## config.mk

```make
export PLATFORM = sky130hd
export DESIGN_NAME = pc_control
export DESIGN_NICKNAME = d
export VERILOG_FILES = /design/src/rtl/pc_ctrl_pkg.sv /design/src/rtl/pc_control_adder.sv /design/src/rtl/pc_control.sv
export SDC_FILE = /design/constraint.sdc
export NUM_CORES = 1
export LEC_CHECK = 0
export CAP_MARGIN = 20
export CORE_ASPECT_RATIO = 0.9
export CORE_UTILIZATION = 39
export DETAILED_ROUTE_END_ITERATION = 8
export PLACE_DENSITY = 0.79
export SLEW_MARGIN = 0
export SYNTH_ARGS = -nofsm -noshare
export SYNTH_HDL_FRONTEND = slang
export SYNTH_HIERARCHICAL = 1
export SYNTH_SLANG_ARGS = --single-unit
```

## constraint.sdc

```tcl
create_clock -name i_clk -period 2 [get_ports i_clk]
set_input_delay 0.6 -clock i_clk [delete_from_list [all_inputs] [get_ports i_clk]]
set_output_delay 0.6 -clock i_clk [all_outputs]
set_load 0.03 [all_outputs]
```

## src/rtl/pc_ctrl_pkg.sv

```systemverilog
// Shared definitions for the fetch-stage PC controller: FSM encoding,
// debug run-mode constants and the default sequential increment.
package pc_ctrl_pkg;

  typedef enum logic [1:0] {
    ST_IDLE   = 2'b00,
    ST_RUN    = 2'b01,
    ST_HALTED = 2'b10
  } pc_state_e;

  localparam logic MODE_CONT = 1'b0;
  localparam logic MODE_STEP = 1'b1;

  localparam int unsigned PC_INC_DEFAULT = 32'd4;

endpackage : pc_ctrl_pkg

```

## src/rtl/pc_control_adder.sv

```systemverilog
// Fixed-increment PC adder; the sum wraps modulo 2^len with no carry out.
module pc_adder #(
  parameter int unsigned     len    = 32,
  parameter logic [len-1:0]  PC_INC = len'(4)
) (
  input  logic [len-1:0] i_pc,
  output logic [len-1:0] o_sum
);

  assign o_sum = i_pc + PC_INC;

endmodule : pc_adder

```

## src/rtl/pc_control.sv

```systemverilog
// Program-counter owner for the MIPS fetch stage. Holds the PC, gates its
// advance by debug run mode, hazard stall, branch/jump redirect and halt,
// and drives the next-PC select and IF/ID write/flush strobes.
module pc_control
  import pc_ctrl_pkg::*;
#(
  parameter int unsigned    len      = 32,
  parameter logic [len-1:0] RESET_PC = '0,
  parameter logic [len-1:0] PC_INC   = len'(PC_INC_DEFAULT)
) (
  input  logic           i_clk,
  input  logic           i_reset,
  input  logic           i_mode,
  input  logic           i_enable,
  input  logic           i_step,
  input  logic           i_stall,
  input  logic           i_redirect,
  input  logic [len-1:0] i_redirect_addr,
  input  logic           i_halt,
  output logic [len-1:0] o_pc,
  output logic [len-1:0] o_pc_plus,
  output logic           o_pc_sel,
  output logic           o_pc_write,
  output logic           o_flush,
  output logic           o_halted
);

  pc_state_e      state_q, state_d;
  logic [len-1:0] pc_q, pc_d;
  logic [len-1:0] pc_plus_s;
  logic           act_s;
  logic           pc_sel_s, pc_write_s, flush_s;

  pc_adder #(
    .len    (len),
    .PC_INC (PC_INC)
  ) u_pc_adder (
    .i_pc  (pc_q),
    .o_sum (pc_plus_s)
  );

  // A cycle counts as active when the debug unit lets the core run in the selected mode.
  always_comb begin
    act_s = (i_mode == MODE_CONT) ? i_enable : i_step;
  end

  // Next-state, next-PC and same-cycle strobe decode; redirect outranks stall and halt
  // because the stalled or halting instruction is on the wrong path.
  always_comb begin
    state_d    = state_q;
    pc_d       = pc_q;
    pc_sel_s   = 1'b0;
    pc_write_s = 1'b0;
    flush_s    = 1'b0;
    case (state_q)
      ST_IDLE: begin
        if (act_s) begin
          state_d = ST_RUN;
        end else begin
          state_d = ST_IDLE;
        end
      end
      ST_RUN: begin
        if (!act_s) begin
          pc_d = pc_q;
        end else if (i_redirect) begin
          pc_sel_s   = 1'b1;
          pc_write_s = 1'b1;
          flush_s    = 1'b1;
          pc_d       = i_redirect_addr;
        end else if (i_stall) begin
          pc_d = pc_q;
        end else if (i_halt) begin
          state_d = ST_HALTED;
        end else begin
          pc_write_s = 1'b1;
          pc_d       = pc_plus_s;
        end
      end
      ST_HALTED: begin
        state_d = ST_HALTED;
      end
      default: begin
        state_d = ST_IDLE;
        pc_d    = RESET_PC;
      end
    endcase
  end

  // PC and FSM state registers; reset clears both immediately, dropping any pending redirect.
  always_ff @(posedge i_clk or posedge i_reset) begin
    if (i_reset) begin
      state_q <= ST_IDLE;
      pc_q    <= RESET_PC;
    end else begin
      state_q <= state_d;
      pc_q    <= pc_d;
    end
  end

  assign o_pc       = pc_q;
  assign o_pc_plus  = pc_plus_s;
  assign o_pc_sel   = pc_sel_s;
  assign o_pc_write = pc_write_s;
  assign o_flush    = flush_s;
  assign o_halted   = (state_q == ST_HALTED);

endmodule : pc_control
```

* After elaboration in Yosys (flattened, before gate mapping) *
Cells that the tools add are included.

operators by class
  add/subtract/negate cells = 1
  equality and inequality tests = 8
  multiplexer cells = 20
  bitwise gates (word level) = 1
  reductions and logical operators = 4

operator list
  cell                   count
  $mux 32                4
  $pmux 32 s2            1
  $add 32x3->32 const B  1
  $mux 1                 10
  $mux 2                 4
  $ne 2x2->1 const B     4
  $reduce_and 4->1       2
  $ne 3x3->1 const B     2
  $pmux 2 s3             1
  $eq 2x1->1 const B     1
  $eq 2x2->1 const B     1
  $logic_not 2->1        1
  $reduce_or 2->1        1
  $not 1->1              1

word-level totals
  register bits after elaboration = 34
  input port bits = 40
  output and inout port bits = 68
  word-level logic and storage cells = 36

* Longest topological paths before layout *
  word-level depth = 6
  depth in mapped cells = 8
  mapped depth without buffers = 7

* Cells and area by module *
The synthesis kept the hierarchy.

modules (own cells, without submodules)
  module      times used  cells each  area an instance (sq um)  seq. area each (sq um)
  pc_control  1           171         2,003.2                   850.8
  pc_adder    1           83          580.6                     0.0

* Least setup slack after synthesis *
OpenSTA, ideal clock, no wires.

  path type = reg2out
  start = register pc_q[2], in the netlist o_pc[2]
  end = output port o_pc_plus[24]
  data arrival time = 2.084 ns
  data required time = 1.400 ns
  path slack = -0.684 ns
  stages on the path, launching flop included = 6
  path buffers = 0
  cell sequence = dfrtp_1 > ha_1 > nand3_1 > nor4_4 > nand4_1 > xnor2_1

between the ends
  longest elaborated chain between the ends = 1

RTL lines
  item                    RTL line                RTL
  from (decl)             pc_control.sv:29        logic [len-1:0] pc_q, pc_d;
  from (signal assigned)  pc_control.sv:97        pc_q <= pc_d;
  $add 32x3->32           pc_control_adder.sv:10  assign o_sum = i_pc + PC_INC;
  to (decl)               pc_control.sv:21        output logic [len-1:0] o_pc_plus,

Every way passes these cells.

* Worst setup path after layout *
  start = register pc_q[14], in the netlist o_pc[14]
  end = output port o_pc_plus[21]

The elaborated chain is that of the path after synthesis.

==> results.yml <==
run_status:
  status: "finished, violations left"
  violations: "negative setup slack"
drt:
  via_per_inst: 5.46
  antenna_left: 0
  first_pass_iters: 4
  wirelength_microns: 9830
  wl_per_cell_microns: 18.9
  drt_iter0_markers: 150
  drc_errors: 0
  vias: 2838
logic_synthesis:
  ys_ff_latch: 34
  yosysTopAreaCell: "dfrtp_1"
  synth_flop_cell: "dfrtp_1"
  synth_top_area_share_pct: 32.9
  synthArstFlopShare_pct: 100
  synth.cell_area_sq_mm: 0.00258
  ys_seq_area_share_pct: 32.9
  ys_types: 36
  synth_edf_count: 0
  ys_top_cells_by_area: "dfrtp_1 33%, o31ai_2 15%, mux2i_1 12%, xnor2_1 7.1%, o21ai_0 6.2%"
  syn-num-nets: 299
  ys.warnings.count: 6
  postSynthCellCount: 254
  avgSynthCellArea_sq_um: 10.2
final_layout:
  syn_to_final_growth_pct: 100
  final_nets: 477
  fin_area_sq_mm: 0.00517
  nFillCells: 322
  layout-drive-gt1-share_pct: 56.4
  n_antenna_cell: 0
pwr:
  p_sw_share_pct: 49.6
  powerDensity_mw_per_mm2: 993
  p_leak_nw: 2.52
  p_int_w: 0.00259
  power_frac_comb_pct: 69.9
  pwr-share-clk_pct: 9.7
  seq_power_share_pct: 20.5
  power_w: 0.00514
  p_sw_w: 0.00255
  ir_worst_vdd_v: 0.000911
timing:
  worstMarginPinSlew_ns: 0.537
  fin_skew_ns: 0.0138
  hold_violations: 0
  rsz0062_at_grt: "true"
  slew_headroom_pct: 64.2
  drv_slew: 0
  layout_setup_ws_ns: -0.586
  final.min_clock_period_ns: 2.59
  finalSetupViolations: 30
  setup_tns_ns: -10.96
  finalCritPeriodShare_pct: 129
  fmax_mhz: 387
global_route:
  grt_overflow: 0
  grt_start_max_net_pins: 35
  grt_pass1_wl_microns: 14500
  first_global_vias: 2858
  antenna_found_initial: 0
  track_usage_pct: 27.0
critical_path:
  cp-end-kind: "output pin"
  crit_path_start_kind: "register"
  path_class: "register to output pin"
  rr_startpoint: "o_pc[14]"
  worstPathRequired_ns: 1.40
  path_cells: "nand3_4 > nor4_4 > buf_4 > nand4_1 > xnor2_4 > buf_6"
  path_max_fanout: 5
  ff2ff_setup_slack_ns: -0.13
  critPathLaunch: "o_pc[14]"
  cp_slowest_stage_delay_ns: 0.39
  cp_slowest_cell: "dfrtp_2"
  arrival_ns: 1.99
floorplanning:
  top_level_ports: 108
  die_w_microns: 87.8
  die_area_sq_mm: 0.00695
  row_count: 27
  initial_core_util_pct: 41.3
  coreArea_sq_mm: 0.00625
  dieHeight_microns: 79.2
placement:
  post_dp_cell_area_sq_mm: 0.00451
  hpwlAfterDp_microns: 5820
  portBuffers: 107
  place_congestion: 0.801
clocking:
  cts_tree: "done"
  h-tree-depth: 2
  cts_buffer_depth: 2
  cts_num_sinks: 34
  clock_latency_ns: 0.28
  cts_root_buf: "clkbuf_8"
  clkTransAtPathRegs_ns: 0.07
  cts_buffers: 5
min_path:
  min_path_type: "register to register"
  hold_start: "state_q[0]"
flow_run:
  maxCapViolCount: 0
==> stage by stage <==
stage	instances	utilization, %	hold WS, ns	setup slack (ns)
floorplan	254	-	0.491	-0.432
global placement	486	72.1	0.555	-0.769
detailed placement	486	72.1	0.557	-0.787
CTS	510	79.8	0.573	-0.525
global route	520	82.7	0.583	-0.681
finish	520	82.7	0.574	-0.586
==> synth_stat cells (2+ instances only) <==
library cell / instances
nor4_4: 2
dfrtp_1: 34
xor2_1: 7
ha_1: 5
nor3_1: 3
mux2i_1: 32
o21ai_0: 32
nand3_1: 10
xnor2_1: 21
buf_4: 3
o31ai_2: 30
nand4_1: 9
inv_1: 6
nor2_1: 9
nand2_1: 10
o21ai_1: 2
buf_6: 5
or2_2: 2
o31ai_1: 2
and3_1: 3
clkbuf_1: 12
==> final timing paths <==
| kind | end | cells past startpoint |
|---|---|---|
| max reg2reg | o_pc[29] | 11 |
| max in group asynchronous | o_pc[5] | 3 |
| min reg2reg | state_q[0] | 1 |
| min in group asynchronous | o_pc[29] | 3 |
| max | o_pc_plus[21] | 6 |
| min | state_q[0] | 1 |
==> power groups by stage <==
stage               registers (W)  clock network, W  logic [W]
finish                    0.00105          0.000496    0.00359
global route              0.00106          0.000540    0.00381
CTS                       0.00103          0.000496    0.00346
detailed placement        0.00105                 0    0.00334
global placement          0.00104                 0    0.00331
floorplan                 0.00150                 0    0.00171
==> per-layer routing <==
layer / global-route usage (%) / vias up / wire length, microns
met2: 45.4 / 128 / 4930
met3: 4.16 / 18 / 567
li1: - / 1288 / -
met5: 0 / - / 0
met4: 5.41 / 0 / 205
met1: 36.7 / 1404 / 4120
==> worst max-delay path: cells and delay by family, from the launching register on <==
family        cells  cell delay (ns)
buf+inv           2             0.37
flops             1             0.39
simple gates      3             0.70
xor+xnor          1             0.24
==> final cells by class <==
class	count	area, sq um	area share (%)
Sequential cell	34	880	17.0
Inverter	7	26.3	0.508
Multi-Input combinational cell	193	2300	44.5
Clock buffer	8	80.1	1.55
Tap cell	87	109	2.11
Timing Repair Buffer	191	1780	34.3
==> flip-flops by register name (all words and copies together) (netlist names) <==
name / cells
o_pc: 32
state_q: 2
==> placed cells by master (no fill, tap or decap), types with 6 or more instances in the layout <==
master           netlist  final
buf_6                  5     44
xnor2_4                0     17
mux2i_1               32     27
o31ai_2               30     30
dlygate4sd2_1          0     31
inv_1                  6      6
buf_4                  3     66
dfrtp_2                0     23
nand4_1                9      9
o21ai_0               32     32
dfrtp_1               34     11
nand3_4                0      7
clkdlybuf4s50_1        0     36
==> cell families (layout without fill, tap and decap cells) <==
logic type	count (synthesis)	in the layout	synth area share [%]
AND/OR/NAND/NOR	56	56	12.9
XOR/XNOR	28	28	9.49
adder cells (fa/ha/maj)	5	5	2.42
AO/OA/AOI/OAI	70	70	23.1
buffers and inverters	27	206	5.81
flip-flops	34	34	32.9
multiplexers	34	34	13.3
==> what timing repair did <==
action | CTS | global route
pin swaps | 32 | 14
endpoints found under the hold margin | 0 | 0
resized for setup | 131 | 30
endpoints found under the setup margin | 93 | 43
hold buffers | 0 | 0
setup buffers | 17 | 15
Power figures use the tool's default switching activity.
